File: config.mk
export PLATFORM = sky130hd
export DESIGN_NAME = step_counter
export DESIGN_NICKNAME = d
export VERILOG_FILES = /design/src/rtl/divider_pkg.sv /design/src/rtl/step_unit.sv /design/src/rtl/step_counter.sv
export SDC_FILE = /design/constraint.sdc
export NUM_CORES = 1
export LEC_CHECK = 0
export CORE_AREA = 8 8 45 47
export DETAILED_ROUTE_END_ITERATION = 12
export DIE_AREA = 0 0 53 55
export HOLD_SLACK_MARGIN = 0.02
export PLACE_DENSITY_LB_ADDON = 0.2
export SYNTH_ARGS = -nofsm -noshare
export SYNTH_HDL_FRONTEND = slang
export SYNTH_SLANG_ARGS = --single-unit
File: constraint.sdc
create_clock -name clk -period 1.61 [get_ports clk]
set_clock_uncertainty 0.1 [all_clocks]
set_input_delay 0.4025 -clock clk [delete_from_list [all_inputs] [get_ports clk]]
set_output_delay 0.4025 -clock clk [all_outputs]
set_load 0.02 [all_outputs]
File: src/rtl/divider_pkg.sv
// Shared constants and helpers for the divider datapath.
// Direction/mode encodings and the load clamp used by step_counter.
package divider_pkg;

  localparam logic DIR_UP   = 1'b1;
  localparam logic DIR_DOWN = 1'b0;

  localparam int MODE_WRAP = 0;
  localparam int MODE_SAT  = 1;

  // Out-of-range load values are pinned to the top of the legal range.
  function automatic logic [31:0] clamp_to_max(input logic [31:0] value,
                                               input logic [31:0] max);
    return (value > max) ? max : value;
  endfunction

endpackage

File: src/rtl/step_unit.sv
// Combinational single-step unit: next count value and boundary flag.
// Boundary is checked before stepping, so raw carry/borrow never escapes.
module step_unit
  import divider_pkg::*;
#(
  parameter int          WIDTH = 4,
  parameter int unsigned MAX   = 2**WIDTH-1
) (
  input  logic [WIDTH-1:0] cur_i,
  input  logic             up_i,
  output logic [WIDTH-1:0] next_o,
  output logic             boundary_o
);

  localparam logic [WIDTH-1:0] MaxVal = WIDTH'(MAX);

  always_comb begin
    next_o     = cur_i;
    boundary_o = 1'b0;
    if (up_i == DIR_UP) begin
      boundary_o = (cur_i == MaxVal);
      next_o     = boundary_o ? '0 : cur_i + 1'b1;
    end else begin
      boundary_o = (cur_i == '0);
      next_o     = boundary_o ? MaxVal : cur_i - 1'b1;
    end
  end

endmodule

File: src/rtl/step_counter.sv
// Bidirectional modulo counter with load, wrap/saturate mode, terminal-count
// flag and a registered wrap pulse; used as the divider iteration counter.
module step_counter
  import divider_pkg::*;
#(
  parameter int          WIDTH    = 4,
  parameter int unsigned MAX      = 2**WIDTH-1,
  parameter int          SATURATE = 0
) (
  input  logic             clk,
  input  logic             rst_b,
  input  logic             enable,
  input  logic             load,
  input  logic [WIDTH-1:0] load_val,
  input  logic             up,
  output logic [WIDTH-1:0] out,
  output logic             tc,
  output logic             wrap
);

  logic [WIDTH-1:0] out_q, out_d;
  logic             wrap_q, wrap_d;
  logic [WIDTH-1:0] step_next;
  logic             at_boundary;

  step_unit #(
    .WIDTH (WIDTH),
    .MAX   (MAX)
  ) u_step (
    .cur_i      (out_q),
    .up_i       (up),
    .next_o     (step_next),
    .boundary_o (at_boundary)
  );

  always_comb begin
    out_d  = out_q;
    wrap_d = 1'b0;
    if (load) begin
      out_d = WIDTH'(clamp_to_max(32'(load_val), 32'(MAX)));
    end else if (enable) begin
      // In saturate mode the boundary still raises wrap to flag the overrun.
      wrap_d = at_boundary;
      out_d  = (at_boundary && SATURATE == MODE_SAT) ? out_q : step_next;
    end
  end

  always_ff @(posedge clk) begin
    if (rst_b) begin
      out_q  <= '0;
      wrap_q <= 1'b0;
    end else begin
      out_q  <= out_d;
      wrap_q <= wrap_d;
    end
  end

  assign out  = out_q;
  assign wrap = wrap_q;
  assign tc   = at_boundary;

endmodule
==> impl_metrics.ini <==
[status]
status = finished with violations
violations = negative setup slack

[floorplan]
coreArea_um2 = 1380
die_h_um = 55
rows = 14
initial_core_util_pct = 24.7
die_area_um2 = 2920
die_w_um = 53
ioPinCount = 15

[timing]
period_share_pct = 119
drv_slew = 0
fin_crit_ns = 1.92
finalSetupViolations = 2
tightest_slew_ns = 0.216
slew_headroom_pct = 85.6
setup_slack_ns = -0.312
fmax_mhz = 520
rsz0062_at_grt = true
whs_ns = 0.587
hold_viol = 0

[power]
leakagePower_nw = 0.290
sw_frac_of_total_pct = 29.2
power.density_nw_per_um2 = 684
combPwrFrac_pct = 37.6
power.internal_mw = 0.323
p_switching_mw = 0.133
seqPwrFrac_pct = 31.2
peakVddDrop_mv = 0.545
clkPwrFrac_pct = 31.2
total_power_mw = 0.456

[routing]
drc = 0
ant_nets = 0
wl_mm = 1.00
via_per_inst = 4.62
drtPass1Iterations = 4
drt_iter0_drc = 9
wire_per_inst_um = 11.1
vias = 416

[global_routing]
grt_pass1_vias = 406
grt_max_degree = 8
track_usage_pct = 6.99
grt_pass1_wl_mm = 1.52
grt_antenna_before_repair = 0
overflow = 0

[logic_synthesis]
synth_nets = 54
synth_warnings = 0
mappedNetlistArea_um2 = 342
yosysSeqAreaShare_pct = 29.3
synth_cell_types = 22
syn_avg_cell_area_um2 = 7.94
synth_top_cell_area_share_pct = 29.3
yosys.area.top_type = dfxtp_1
netlist_top_cells_area = dfxtp_1, ha_1, a21oi_1, o21ai_0, inv_1
async_reset_ff_share_pct = 0
synth.ff_latch_count = 5
synth_ff_type = dfxtp_1
synth_cells = 43
yosys-top-cells-count = dfxtp_1, inv_1, a21oi_1, o21ai_0
synth_edf_count = 0

[setup_path]
cp_top_family = simple AND/OR/NAND/NOR gates
r2r_slack_ns = 0.04
path_buf_inv = 2
arrival_ns = 1.42
cp-start-kind = flop
max_stage_delay_ns = 0.39
critical_path.cell_chain = inv_4 -> ha_4 -> or3b_4 -> o21ai_4 -> buf_6
cp_max_fo = 2
crit_required_ns = 1.11
crit_slowest_cell = or3b_4
endpoint_kind = output pin
critical_path_class = flop to output pin

[placement]
post-place-ws_ns = -0.886
place.gp.congestion = 0.741
place_hpwl_um = 858
dp.cells = 86
dpl_cell_area_um2 = 638
io_buffers = 14

[cells_and_area]
finalNonFillerCells = 90
fin_nets = 86
diodes = 0
final_cell_area_um2 = 667
drive_gt1_share_pct = 39.2
area_growth_pct = 95.2

[clocking]
clock_latency_ns = 0.24
cts_sinks = 5
clk_pin_slew_worst_paths_ns = 0.04
cts_hold_buf = 0
cts.htree.levels = 1
tritoncts = yes
postCtsSetupRepairBufs = 0
cts_root_buf = clkbuf_4
cts.path.max_buffers = 2
numCtsBuffers = 3

[flow_run]
max_cap_violations = 0

[min_path]
hold_class = flop to flop
[layout by cell type, fill, tap and decap left out]
| cell type | instances |
|---|---|
| nor2b_1 | 1 |
| dlygate4sd2_1 | 5 |
| nand2b_1 | 1 |
| nand3_1 | 1 |
| and3_2 | 1 |
| mux2_2 | 1 |
| clkbuf_1 | 1 |
| nor3b_1 | 1 |
| clkbuf_4 | 3 |
| a211oi_1 | 2 |
| nand2_2 | 2 |
| clkdlybuf4s50_1 | 7 |
| or3b_4 | 1 |
| nand4_1 | 1 |
| o21ai_4 | 1 |
| xnor2_1 | 2 |
| ha_4 | 1 |
| o221ai_1 | 1 |
| dfxtp_1 | 3 |
| o311a_1 | 1 |
| clkdlybuf4s15_1 | 1 |
| dfxtp_4 | 2 |
| ha_2 | 1 |
| o21ai_0 | 3 |
| buf_6 | 1 |
| o32ai_1 | 1 |
| mux2i_1 | 1 |
| a31oi_1 | 1 |
| a21oi_1 | 4 |
| inv_4 | 2 |
| nand2_1 | 1 |
| nor2_1 | 3 |
| inv_1 | 3 |
| buf_4 | 13 |
[repair_timing]
item	in CTS	in global routing
endpoints found under the setup margin	7	4
gates resized for setup	15	1
pin swaps	4	1
[sequential cells by signal (all words and copies together), names as in the netlist]
name  count
out       4
wrap      1
[stage by stage]
| step | util, % | setup TNS, ns |
|---|---|---|
| 2_1_floorplan | - | -0.0590 |
| 6_report | 48.2 | -0.348 |
| 3_5_place_dp | 46.1 | -1.86 |
| 4_1_cts | 48.0 | -0.390 |
| 3_3_place_gp | 46.1 | -1.81 |
| 5_1_grt | 48.2 | -0.486 |
[area by class of cell]
| cell class | instances | area [um2] |
|---|---|---|
| clock buffer | 4 | 26.3 |
| sequential | 5 | 108 |
| multi-input combinational | 33 | 256 |
| fill | 145 | 717 |
| timing repair buffer | 27 | 233 |
| inverter | 5 | 23.8 |
| tap | 16 | 20.0 |
[power by group through the flow]
stage	Sequential [mW]	Combinational [mW]	Clock, mW
floorplan	0.160	0.0688	0
global placement	0.144	0.179	0
detailed placement	0.144	0.179	0
CTS	0.143	0.173	0.152
global route	0.144	0.186	0.160
finish	0.142	0.172	0.142
[worst min-delay path: stages (launching register included)]
cell and delay, ns:
dfxtp_1 0.36, nand2_2 0.10, o21ai_4 0.06, nor2b_1 0.12
[final timing paths]
| path | startpoint | endpoint | depth (start not counted) |
|---|---|---|---|
| max | out[0] | tc | 5 |
| max reg2reg | out[0] | out[2] | 7 |
| min reg2reg | out[3] | wrap | 3 |
| min | out[3] | wrap | 3 |
[cells by family after synthesis]
group,Yosys count,share of synthesized area [%]
xor gates and xnor gates,2,5.13
muxes,2,6.23
AOI/OAI and AO/OA,14,26.0
and+or+nand+nor,13,20.5
DFF,5,29.3
adders and majority gates,2,7.32
buffers and inverters,5,5.50
[metal layers]
layer / track usage (%) / routed length (um)
met1: 7.14 / 448
met3: 5.08 / 72
met5: 0 / 0
met4: 1.29 / 0
met2: 11.5 / 481
No activity file was read; power rests on OpenSTA's default activity.
